## config.mk

```make
export PLATFORM = sky130hd
export DESIGN_NAME = sdram_port_arb
export DESIGN_NICKNAME = d
export VERILOG_FILES = /design/src/rtl/papigpu_defs.sv /design/src/rtl/sdram_refresh_timer.sv /design/src/rtl/sdram_port_arb.sv
export SDC_FILE = /design/constraint.sdc
export NUM_CORES = 1
export LEC_CHECK = 0
export ABC_CLOCK_PERIOD_IN_PS = 2210
export CAP_MARGIN = 20
export CORE_ASPECT_RATIO = 1.75
export CORE_MARGIN = 2
export CORE_UTILIZATION = 40
export CTS_BUF_LIST = sky130_fd_sc_hd__clkbuf_16
export CTS_CLUSTER_DIAMETER = 80
export DETAILED_ROUTE_END_ITERATION = 10
export PLACE_DENSITY = 0.79
export SYNTH_ARGS = -nofsm -noshare
export SYNTH_HDL_FRONTEND = slang
export SYNTH_SLANG_ARGS = --single-unit
export TNS_END_PERCENT = 5
```

## constraint.sdc

```tcl
create_clock -name iClock -period 2.21 [get_ports iClock]
set_clock_uncertainty 0.05 [all_clocks]
set_input_delay 0.442 -clock iClock [delete_from_list [all_inputs] [get_ports iClock]]
set_output_delay 0.442 -clock iClock [all_outputs]
set_load 0.05 [all_outputs]
```

## src/rtl/papigpu_defs.sv

```systemverilog
// Shared definitions for the SDRAM port arbiter: FSM encoding, requester IDs and
// default timing parameters.
package papigpu_defs;

   typedef enum logic [1:0] {
      StIdle    = 2'd0,
      StIssue   = 2'd1,
      StWaitRsp = 2'd2,
      StRefresh = 2'd3
   } arb_state_e;

   localparam logic REQ_LOADER = 1'b0;
   localparam logic REQ_VGA    = 1'b1;

   localparam int unsigned DEF_REFRESH_PERIOD = 780;
   localparam int unsigned DEF_STARVE_LIMIT   = 8;

   function automatic logic [1:0] req_onehot(input logic id);
      return (id == REQ_VGA) ? 2'b10 : 2'b01;
   endfunction

endpackage

```

## src/rtl/sdram_refresh_timer.sv

```systemverilog
// Periodic refresh scheduler: down-counter, pending flag cleared by the arbiter, and a
// sticky overrun flag for a period that expires before the previous refresh was serviced.
module sdram_refresh_timer
   import papigpu_defs::*;
#(
   parameter int unsigned REFRESH_PERIOD = DEF_REFRESH_PERIOD
) (
   input  logic iClock,
   input  logic iReset,
   input  logic iClear,
   output logic oDue,
   output logic oOverrun
);

   localparam int unsigned CntW = (REFRESH_PERIOD > 1) ? $clog2(REFRESH_PERIOD) : 1;
   localparam logic [CntW-1:0] Reload = CntW'(REFRESH_PERIOD - 1);

   logic [CntW-1:0] cnt_q, cnt_d;
   logic            pending_q, pending_d;
   logic            overrun_q, overrun_d;
   logic            expire;

   always_comb begin
      expire    = (cnt_q == '0);
      cnt_d     = expire ? Reload : cnt_q - CntW'(1);
      pending_d = pending_q;
      if (iClear) pending_d = 1'b0;
      // A fresh expiry wins over a clear landing in the same cycle.
      if (expire) pending_d = 1'b1;
      overrun_d = overrun_q | (expire & pending_q & ~iClear);
   end

   always_ff @(posedge iClock) begin
      if (iReset) begin
         cnt_q     <= Reload;
         pending_q <= 1'b0;
         overrun_q <= 1'b0;
      end else begin
         cnt_q     <= cnt_d;
         pending_q <= pending_d;
         overrun_q <= overrun_d;
      end
   end

   // Expiry is visible the same cycle so it outranks a request arriving alongside it.
   assign oDue     = pending_q | expire;
   assign oOverrun = overrun_q;

endmodule

```

## src/rtl/sdram_port_arb.sv

```systemverilog
// Two-requester arbiter for the SDRAM command port with refresh scheduling.
// Optional loader anti-starvation counter is compiled in with SDRAM_ARB_STARVE_EN.
module sdram_port_arb
   import papigpu_defs::*;
#(
   parameter int unsigned ADDR_W         = 22,
   parameter int unsigned DATA_W         = 16,
   parameter int unsigned REFRESH_PERIOD = DEF_REFRESH_PERIOD,
   parameter int unsigned STARVE_LIMIT   = DEF_STARVE_LIMIT
) (
   input  logic              iClock,
   input  logic              iReset,
   input  logic              iReq0,
   input  logic              iWe0,
   input  logic [ADDR_W-1:0] iAddr0,
   input  logic [DATA_W-1:0] iWData0,
   output logic              oGnt0,
   output logic              oDone0,
   input  logic              iReq1,
   input  logic              iWe1,
   input  logic [ADDR_W-1:0] iAddr1,
   input  logic [DATA_W-1:0] iWData1,
   output logic              oGnt1,
   output logic              oDone1,
   output logic [DATA_W-1:0] oRData,
   output logic              oCmdValid,
   input  logic              iCmdReady,
   output logic              oCmdWe,
   output logic [ADDR_W-1:0] oCmdAddr,
   output logic [DATA_W-1:0] oCmdWData,
   input  logic              iRspValid,
   input  logic [DATA_W-1:0] iRspData,
   output logic              oRefReq,
   input  logic              iRefAck,
   output logic              oRefOverrun
);

   arb_state_e        state_q, state_d;
   logic              owner_q, owner_d;
   logic              cmd_we_q, cmd_we_d;
   logic [ADDR_W-1:0] cmd_addr_q, cmd_addr_d;
   logic [DATA_W-1:0] cmd_wdata_q, cmd_wdata_d;
   logic [DATA_W-1:0] rdata_q, rdata_d;
   logic [1:0]        done_q, done_d;
   logic              take;
   logic              grant_any;
   logic              grant_id;
   logic              starved;
   logic              ref_due;
   logic              ref_clear;

   assign ref_clear = (state_q == StRefresh) & iRefAck;

   sdram_refresh_timer #(
      .REFRESH_PERIOD(REFRESH_PERIOD)
   ) u_refresh_timer (
      .iClock  (iClock),
      .iReset  (iReset),
      .iClear  (ref_clear),
      .oDue    (ref_due),
      .oOverrun(oRefOverrun)
   );

`ifdef SDRAM_ARB_STARVE_EN
   localparam int unsigned StW = (STARVE_LIMIT > 0) ? $clog2(STARVE_LIMIT + 1) : 1;
   localparam logic [StW-1:0] StarveMax = StW'(STARVE_LIMIT);

   logic [StW-1:0] starve_q, starve_d;

   assign starved = iReq0 & (starve_q >= StarveMax);

   // Counts VGA wins the loader sat through; saturates so the override stays armed.
   always_comb begin
      starve_d = starve_q;
      if (take) begin
         if (grant_id == REQ_LOADER) begin
            starve_d = '0;
         end else if (iReq0 && (starve_q != StarveMax)) begin
            starve_d = starve_q + StW'(1);
         end
      end
   end

   always_ff @(posedge iClock) begin
      if (iReset) starve_q <= '0;
      else        starve_q <= starve_d;
   end
`else
   logic unused_starve_limit;
   assign unused_starve_limit = ^STARVE_LIMIT;
   assign starved = 1'b0;
`endif

   assign grant_any = iReq0 | iReq1;
   assign grant_id  = (iReq1 && !starved) ? REQ_VGA : REQ_LOADER;

   always_ff @(posedge iClock) begin
      if (iReset) state_q <= StIdle;
      else        state_q <= state_d;
   end

   always_comb begin
      state_d = state_q;
      take    = 1'b0;
      unique case (state_q)
         StIdle: begin
            if (ref_due) begin
               state_d = StRefresh;
            end else if (grant_any) begin
               state_d = StIssue;
               take    = 1'b1;
            end
         end
         StIssue: begin
            if (iCmdReady) state_d = cmd_we_q ? StIdle : StWaitRsp;
         end
         StWaitRsp: begin
            if (iRspValid) state_d = StIdle;
         end
         StRefresh: begin
            // Arbitrate on the ack cycle so a waiting requester is granted right after.
            if (iRefAck) begin
               if (grant_any) begin
                  state_d = StIssue;
                  take    = 1'b1;
               end else begin
                  state_d = StIdle;
               end
            end
         end
         default: state_d = StIdle;
      endcase
   end

   always_comb begin
      owner_d     = owner_q;
      cmd_we_d    = cmd_we_q;
      cmd_addr_d  = cmd_addr_q;
      cmd_wdata_d = cmd_wdata_q;
      rdata_d     = rdata_q;
      done_d      = 2'b00;
      if (take) begin
         owner_d     = grant_id;
         cmd_we_d    = (grant_id == REQ_VGA) ? iWe1 : iWe0;
         cmd_addr_d  = (grant_id == REQ_VGA) ? iAddr1 : iAddr0;
         cmd_wdata_d = (grant_id == REQ_VGA) ? iWData1 : iWData0;
      end
      if ((state_q == StIssue) && iCmdReady && cmd_we_q) begin
         done_d = req_onehot(owner_q);
      end
      if ((state_q == StWaitRsp) && iRspValid) begin
         done_d  = req_onehot(owner_q);
         rdata_d = iRspData;
      end
   end

   always_ff @(posedge iClock) begin
      if (iReset) begin
         owner_q     <= REQ_LOADER;
         cmd_we_q    <= 1'b0;
         cmd_addr_q  <= '0;
         cmd_wdata_q <= '0;
         rdata_q     <= '0;
         done_q      <= 2'b00;
      end else begin
         owner_q     <= owner_d;
         cmd_we_q    <= cmd_we_d;
         cmd_addr_q  <= cmd_addr_d;
         cmd_wdata_q <= cmd_wdata_d;
         rdata_q     <= rdata_d;
         done_q      <= done_d;
      end
   end

   always_comb begin
      oGnt0     = ((state_q == StIssue) || (state_q == StWaitRsp)) && (owner_q == REQ_LOADER);
      oGnt1     = ((state_q == StIssue) || (state_q == StWaitRsp)) && (owner_q == REQ_VGA);
      oCmdValid = (state_q == StIssue);
      oRefReq   = (state_q == StRefresh);
      oCmdWe    = cmd_we_q;
      oCmdAddr  = cmd_addr_q;
      oCmdWData = cmd_wdata_q;
      oRData    = rdata_q;
      oDone0    = done_q[0];
      oDone1    = done_q[1];
   end

endmodule
```

==> results_dict.tcl <==
set metrics [dict create \
    setup_viol 0 \
    synthCells 346 \
    critPathLaunchType "flip-flop" \
    reg2reg_slack_ns 0.14 \
    endpoint "oGnt0" \
    slew_violations 0 \
    diodes 0 \
    clock_sinks 72 \
    antenna_found_initial 0 \
    yosysSeqAreaShare_pct 44.7 \
    ys_types 34 \
    ys_ff_latch 72 \
    synth_top_area_share_pct 44.7 \
    tns_ns 0 \
    cts-buffers-inserted 9 \
    place_ws_ns -0.0194 \
    synth_top_area_cell "dfxtp_1" \
    dp_hpwl_mm 7.20 \
    routed_wirelength_mm 9.53 \
    ys_top_cells_by_area "dfxtp_1, mux2i_1, a21oi_1" \
    tightest_slew_ns 0.565 \
    grt-ovfl-total 0 \
    fin_total_pwr_mw 6.96 \
    yosys-top-cells-count "dfxtp_1, a21oi_1, mux2i_1, nand2_1, a211oi_1" \
    synth_area_per_cell_um2 9.33 \
    die_x_um 71.9 \
    cp_max_fo 4 \
    port_buffers 162 \
    worstReg2RegEnd "oCmdWData[13]" \
    vias 3222 \
    ios 163 \
    synth_nets 454 \
    layout.cells.non_filler 596 \
    drive_gt1_share_pct 8.89 \
    clock_latency_ns 0.33 \
    hold_path.class "reg -> reg" \
    leakagePower_nw 2.00 \
    drcViolationCount 0 \
    required_ns 1.72 \
    cp-end-kind "output port" \
    vias_per_cell 5.41 \
    r2r_start "state_q[1]" \
    rsz0062_at_grt "no" \
    crit_start "state_q[1]" \
    first_pass_iters 4 \
    cts_tree "built" \
    grt_max_degree 28 \
    nFillCells 688 \
    areaGrowthSynthToFinish_pct 61.4 \
    synth_most_common_cell "dfxtp_1" \
    grt_pass1_wl_mm 15.3 \
    critPathArrivalTime_ns 1.64 \
    fp.coreArea_mm2 0.00786 \
    dieArea_mm2 0.00883 \
    crit_type "reg -> out" \
    rows 43 \
    power_density_mw_per_mm2 1340 \
    post_cts_resized 0 \
    maxCapViolCount 0 \
    outcome "complete, no violations" \
    placedCellCount 583 \
    period_share_pct 96.5 \
    clk_path_buf_depth 2 \
    slew_headroom_pct 62.3 \
    grt_pass1_vias 3299 \
    cts_hold_buf 0 \
    finalHoldViolations 0 \
    clock.fmax_mhz 469 \
    synth_edf_count 0 \
    final_antenna_net_count 0 \
    clk_pin_slew_ns 0.05 \
    layout.nets 612 \
    grtUsageTotal_pct 22.2 \
    root_buffer "clkbuf_16" \
    place.gp.congestion 0.814 \
    first_iter_violations 138 \
    ys.flop_type "dfxtp_1" \
    syn_area_mm2 0.00323 \
    fin_ws_ns 0.0783 \
    ir_worst_vdd_v 0.000801 \
    h-tree-depth 3 \
    synthArstFlopShare_pct 0 \
    period_minus_slack_ns 2.13 \
    post-cts-setup-buffer-count 0 \
    fp.dieH_um 123 \
    yosys_warnings 0 \
    wl_per_cell_um 16.0 \
    reg2reg_depth 6 \
    initial_utilization_pct 41.1 \
    holdWs_ns 0.381 \
]
[metal layers]
layer	track usage (%)	share of wire, %	vias up
met5	0	0	-
met4	10.0	2.5	0
met1	23.7	37	1501
met3	6.73	7.1	20
met2	39.4	54	143
li1	-	-	1558
[final cells by class]
cell class	count	area, µm²	area share, %
Clock inverter	4	16.3	0.312
Sequential cell	72	1440	27.7
Timing Repair Buffer	174	1740	33.4
Clock buffer	9	225	4.32
Tap cell	90	113	2.16
Multi-Input combinational cell	237	1640	31.4
Inverter	10	37.5	0.720
[cells in the final DEF, fill, tap and decap left out, drive strengths merged, types with 3 or more instances in the layout]
| cell | count |
|---|---|
| clkdlybuf4s50 | 155 |
| buf | 19 |
| inv | 11 |
| dfxtp | 72 |
| o31ai | 3 |
| a211oi | 42 |
| nand3 | 5 |
| and2 | 3 |
| mux2i | 39 |
| a21oi | 60 |
| ha | 7 |
| clkbuf | 9 |
| clkinv | 3 |
| nand2 | 39 |
| xnor2 | 4 |
| nor2 | 13 |
[worst min-delay path by stage]
stage / startpoint / end / slack, ns / cells after the start
2_1_floorplan: u_refresh_timer.cnt_q[0] / u_refresh_timer.cnt_q[0] / 0.33 / 1
3_3_place_gp: u_refresh_timer.cnt_q[0] / u_refresh_timer.cnt_q[0] / 0.35 / 1
3_5_place_dp: u_refresh_timer.cnt_q[0] / u_refresh_timer.cnt_q[0] / 0.36 / 1
4_1_cts: u_refresh_timer.cnt_q[0] / u_refresh_timer.cnt_q[0] / 0.38 / 1
5_1_grt: u_refresh_timer.cnt_q[0] / u_refresh_timer.cnt_q[0] / 0.40 / 1
6_report: u_refresh_timer.cnt_q[0] / u_refresh_timer.cnt_q[0] / 0.38 / 1
[state kept, by name, indices dropped and copies added (netlist names)]
| name | flops |
|---|---|
| owner_q | 1 |
| done_q | 2 |
| oRData | 16 |
| u_refresh_timer.pending_q | 1 |
| u_refresh_timer.oOverrun | 1 |
| u_refresh_timer.cnt_q | 10 |
| oCmdWe | 1 |
| state_q | 2 |
| oCmdWData | 16 |
| oCmdAddr | 22 |
[metrics by stage]
step	area (µm²)	util (%)
after floorplan	3230	-
after detailed placement	4970	63.3
after CTS	5210	66.3
after global routing	5210	66.3
after global placement	4970	63.3
final	5210	66.3
[cell families (layout without fill, tap and decap cells)]
kind of cell	Yosys count	in the layout	share of synthesized area, %
mux	39	39	12.1
flops	72	72	44.7
buf+inv	37	197	4.84
compound gates	112	112	23.3
xor+xnor	6	6	1.63
simple gates	73	73	10.8
fa+ha+maj	7	7	2.71
[power breakdown]
group / internal, mW / total [mW] / switching, mW
sequential: 1.67 / 1.89 / 0.225
clock: 0.724 / 1.21 / 0.483
combinational: 1.45 / 3.86 / 2.41
total: 3.84 / 6.96 / 3.12
[worst max-delay path, stage by stage, from the launching register on]
cell and delay, ns:
dfxtp_1 0.41, inv_1 0.11, ha_1 0.37, nor2b_1 0.25, buf_12 0.17
Power figures use the tool's default switching activity.
